**src/rtl/if_stage_ctrl.sv**
```systemverilog
// Instruction-fetch stage: owns the PC, addresses instruction memory combinationally and registers the
// IF/ID pair (instruction, PC+4, valid). One-cycle boot bubble after reset; redirect beats stall.
module if_stage_ctrl #(
  parameter logic [31:0] RESET_PC  = 32'h0000_0000,
  parameter logic [31:0] NOP_INSTR = 32'h0000_0000,
  parameter int          CNT_W     = 16
) (
  input  logic             clk,
  input  logic             rst_n,
  input  logic             stall,
  input  logic             redir_valid,
  input  logic [31:0]      redir_target,
  output logic [31:0]      imem_addr,
  input  logic [31:0]      imem_data,
  output logic [31:0]      ifid_instr,
  output logic [31:0]      ifid_pc4,
  output logic             ifid_valid,
  output logic             flush_idex,
  output logic             flush_exmem,
  output logic             misalign,
  output logic [CNT_W-1:0] fetch_cnt,
  output logic [CNT_W-1:0] bubble_cnt
);

  localparam logic [CNT_W-1:0] CNT_MAX = {CNT_W{1'b1}};

  typedef enum logic {BOOT, RUN} state_t;

  state_t      state;
  logic [31:0] pc;
  logic [31:0] pc_plus4;
  logic        fetch_sat;
  logic        bubble_sat;

  assign pc_plus4    = pc + 32'd4;
  assign imem_addr   = pc;
  assign flush_idex  = redir_valid;
  assign flush_exmem = redir_valid;
  assign fetch_sat   = (fetch_cnt == CNT_MAX);
  assign bubble_sat  = (bubble_cnt == CNT_MAX);

  always_ff @(posedge clk or negedge rst_n) begin
    if (!rst_n) begin
      state      <= BOOT;
      pc         <= RESET_PC;
      ifid_instr <= NOP_INSTR;
      ifid_pc4   <= 32'd0;
      ifid_valid <= 1'b0;
      misalign   <= 1'b0;
      fetch_cnt  <= '0;
      bubble_cnt <= '0;
    end else begin
      case (state)
        BOOT: begin
          // Redirect and stall are deliberately ignored while the pipeline primes.
          ifid_instr <= NOP_INSTR;
          ifid_pc4   <= 32'd0;
          ifid_valid <= 1'b0;
          if (!bubble_sat) bubble_cnt <= bubble_cnt + 1'b1;
          state      <= RUN;
        end
        RUN: begin
          if (redir_valid) begin
            pc         <= {redir_target[31:2], 2'b00};
            ifid_instr <= NOP_INSTR;
            ifid_pc4   <= 32'd0;
            ifid_valid <= 1'b0;
            if (!bubble_sat) bubble_cnt <= bubble_cnt + 1'b1;
            if (redir_target[1:0] != 2'b00) misalign <= 1'b1;
          end else if (!stall) begin
            pc         <= pc_plus4;
            ifid_instr <= imem_data;
            ifid_pc4   <= pc_plus4;
            ifid_valid <= 1'b1;
            if (!fetch_sat) fetch_cnt <= fetch_cnt + 1'b1;
          end
        end
        default: state <= BOOT;
      endcase
    end
  end

endmodule

```
**config.mk**
```make
export PLATFORM = sky130hd
export DESIGN_NAME = if_stage_ctrl
export DESIGN_NICKNAME = d
export VERILOG_FILES = /design/src/rtl/if_stage_ctrl.sv
export SDC_FILE = /design/constraint.sdc
export NUM_CORES = 1
export LEC_CHECK = 0
export ABC_AREA = 1
export BUFFER_PORTS_ARGS = -buffer_cell sky130_fd_sc_hd__buf_4
export CAP_MARGIN = 20
export CORE_MARGIN = 8
export CORE_UTILIZATION = 55
export CTS_BUF_LIST = sky130_fd_sc_hd__clkbuf_2
export DETAILED_ROUTE_END_ITERATION = 12
export PLACE_DENSITY = 0.87
export SETUP_SLACK_MARGIN = 0.1
export SYNTH_ARGS = -nofsm -noshare
export SYNTH_HDL_FRONTEND = slang
export SYNTH_SLANG_ARGS = --single-unit
```
**constraint.sdc**
```tcl
create_clock -name clk -period 2.4 [get_ports clk]
set_input_delay 0.48 -clock clk [delete_from_list [all_inputs] [get_ports clk]]
set_output_delay 0.48 -clock clk [all_outputs]
set_load 0.01 [all_outputs]
```
==> summary.md <==
| Metric | Value |
|---|---|
| Status | `completed` |
| Setup TNS | `0 ps` |
| Main combinational cell family by area after synthesis | `simple AND/OR/NAND/NOR gates` |
| Post-synth EDFFs | `0` |
| Die H | `125 µm` |
| CP peak stage delay | `470 ps` |
| Final Hold Fails | `0` |
| FP Rows | `40` |
| H-tree levels | `4` |
| Crit end category | `register` |
| Global-route wire length before repair | `31.3 mm` |
| Worst-path fanout max | `7` |
| Post-Syn Instances | `817` |
| Clock latency on the worst-skew pair | `710 ps` |
| Simple-gate share of the synthesized area | `29.7%` |
| XOR/XNOR Fraction of Synth Area | `4.65%` |
| CP cell instances | `ha_1 -> nand2_1 -> nor2_2 -> nand2_1 -> nor2_4 -> nand2_1 -> nand2_1 -> nand3_1 -> nand2_1 -> nand2_1` |
| Final Util | `74.0%` |
| Design area | `8780 µm²` |
| Synth Area in Compound Gates | `10.4%` |
| Avg WL per Cell | `15.8 µm` |
| Final WL | `19.1 mm` |
| Pwr/cell area | `627 nW/µm²` |
| DRT Pass-1 Iters | `5` |
| Routed Antenna Nets | `0` |
| Top Ports | `200` |
| Adder-Cell Fraction of Synth Area | `0.570%` |
| Clock sinks | `128` |
| Max Root-Sink Buffers | `2` |
| Fin crit period | `1880 ps` |
| Fmax | `532 MHz` |
| Port Buf Inserts | `197` |
| Hold crit path type | `input port to register` |
| Crit share post-route | `78.4%` |
| Final-layout fill cell count | `911` |
| Most frequent CP cell | `nand2_1` |
| Clock-pin slew on the worst setup and hold paths | `190 ps` |
| Multiplexer share of the synthesized area | `0%` |
| Worst setup path class | `register to register` |
| TritonCTS clock tree | `done` |
| Die area | `15,700 µm²` |
| YS warnings | `0` |
| Die Wd | `125 µm` |
| Worst path slowest cell | `dfrtp_1` |
| Clock skew | `24.0 ps` |
| CTS Buf Count | `17` |
| Share of layout cells above drive strength 1 | `25.7%` |
| Vias in the first global route | `6,225` |
| WP data arrival | `2510 ps` |
| RSZ-0062 raised after global routing | `no` |
| CP Data Required Time | `3030 ps` |
| Via density | `5.30` |
| Seq/Total Area, Yosys | `48.6%` |
| Final RePlAce weighted congestion | `0.922` |
| # DRC | `0` |
| Initial antenna violation count | `0` |
| Maximum VDD drop | `435 µV` |
| Via count | `6,404` |
| Post-CTS Setup Inserts | `0` |
| Max-cap violations | `0` |
| Synth cell types | `41` |
| Fin nets | `1,120` |
| GRT Residual Overflow | `0` |
| Largest net degree at the start of global routing | `53` |
| Core area | `11,900 µm²` |
| Placed inst area | `8190 µm²` |
| Startpoint Class | `register` |
| Clock root buffer | `clkbuf_2` |
| Lkg Pwr | `0.00448 µW` |
| Final slew viol count | `0` |
| First DRT Iteration DRCs | `517` |
| Starting Density | `55.5%` |
| HPWL Detailed | `13.9 mm` |
| Post-synth top flop | `dfrtp_1` |
| Tot GR Track Use | `24.4%` |
| FFs w/ async S/R, synth | `100%` |
| Antenna Cells | `0` |
| Final Setup Violations | `0` |
| Avg Synthesized Cell Area | `8.06 µm²` |
| Synthesized area | `6590 µm²` |
| Synth Register Bits | `128` |
| Synth-to-layout area growth | `33.3%` |
## registers in the layout (all words and copies together), names as in the netlist
register	count
state	1
bubble_cnt	16
ifid_pc4	31
ifid_instr	32
imem_addr	30
fetch_cnt	16
misalign	1
ifid_valid	1
## cells by family after synthesis
family | after synthesis
buffers and inverters | 88
DFF | 128
AOI/OAI and AO/OA | 100
other | 2
adders and majority gates | 3
and+or+nand+nor | 461
xor gates and xnor gates | 35
## per-stage QoR
step                total power [µW]  setup slack [ps]  instances  hold slack [ps]
floorplan                       3510               739        818              184
global placement                4230               523       1139              448
detailed placement              4280               433       1139              455
CTS                             5530               464       1209             17.9
global route                    5800               318       1209             32.2
finish                          5500               519       1209             55.9
## report_power, final
part           switching, µW  internal [µW]  leakage (µW)  total (µW)
Sequential               329           2400       0.00166        2730
Clock                    846            364      0.000124        1210
Combinational            836            731       0.00270        1570
## layout by cell type (no fill, tap or decap), types with 2 or more instances in the layout
| cell | synthesis | final |
|---|---|---|
| a31oi_1 | 2 | 2 |
| o21ai_2 | 6 | 6 |
| ha_1 | 3 | 3 |
| clkinv_1 | 2 | 3 |
| inv_6 | 0 | 2 |
| nor2_1 | 95 | 95 |
| dlygate4sd3_1 | 0 | 38 |
| clkinv_2 | 0 | 6 |
| inv_2 | 8 | 8 |
| clkinvlp_4 | 0 | 4 |
| a21oi_1 | 15 | 15 |
| nor2_2 | 6 | 5 |
| and3_1 | 2 | 2 |
| a22o_1 | 33 | 33 |
| o211ai_1 | 2 | 2 |
| nor3_1 | 9 | 9 |
| nand3b_1 | 8 | 8 |
| xor2_1 | 17 | 17 |
| o21ai_0 | 11 | 11 |
| clkbuf_2 | 0 | 17 |
| nand2_2 | 2 | 2 |
| conb_1 | 2 | 3 |
| inv_1 | 45 | 45 |
| nand2_1 | 283 | 283 |
| nand4_1 | 6 | 6 |
| buf_12 | 0 | 4 |
| xnor2_1 | 18 | 18 |
| dfrtp_1 | 128 | 128 |
| nor2_4 | 6 | 7 |
| buf_4 | 7 | 202 |
| o21ai_1 | 23 | 23 |
| nand3_2 | 3 | 3 |
| nand3_1 | 37 | 37 |
| a22oi_1 | 4 | 4 |
## worst max-delay path, delay by kind of cell (launching register included)
kind / cells / cell delay (ps)
DFF: 1 / 470
and+or+nand+nor: 9 / 1120
adders and majority gates: 1 / 220
## per-layer routing
| layer | global-route usage [%] | part of all wire [%] | vias to the layer above | routed length [µm] |
|---|---|---|---|---|
| met4 | 8.74 | 2.3 | 0 | 433 |
| met5 | 0 | 0 | - | 0 |
| li1 | - | - | 3087 | - |
| met1 | 30.1 | 42 | 3056 | 8040 |
| met2 | 39.9 | 48 | 229 | 9190 |
| met3 | 7.35 | 7.6 | 32 | 1450 |
## path summary, 6_finish.rpt
check	cells after the start	from	slack, ps	end
worst max register to register	10	imem_addr[2]	520	imem_addr[26]
worst min register to register	2	ifid_pc4[25]	510	ifid_pc4[25]
worst max-delay path	10	imem_addr[2]	520	imem_addr[26]
min in group asynchronous	2	rst_n	220	bubble_cnt[11]
max in group asynchronous	3	rst_n	1550	fetch_cnt[0]
worst min-delay path	3	redir_target[6]	60	imem_addr[6]
## cell usage after synthesis, drive strengths merged (10+ instances only)
master,count,area share [%]
a21oi,15,1.1
inv,54,3.1
buf,23,2.3
nor3,10,0.84
nor2,107,7.0
nand2,287,17
nand3,40,3.3
a22o,33,4.4
o21ai,41,3.6
xnor2,18,2.4
xor2,17,2.3
dfrtp,128,49
## what timing repair did
item	CTS	global route
hold endpoints to repair	66	0
gates resized for setup	0	0
hold buffers	38	0
## area by class of cell
| cell class | count | area, µm² | share of cell area [%] |
|---|---|---|---|
| clock inverters | 15 | 120 | 1.37 |
| clock buffers | 17 | 85.1 | 0.969 |
| multi-input cells | 602 | 3000 | 34.1 |
| flip-flops and latches | 128 | 3200 | 36.5 |
| inverters | 56 | 213 | 2.42 |
| repair buffers | 244 | 1980 | 22.5 |
| well taps | 147 | 184 | 2.10 |
Note: power is estimated with default switching activity, not from simulation.
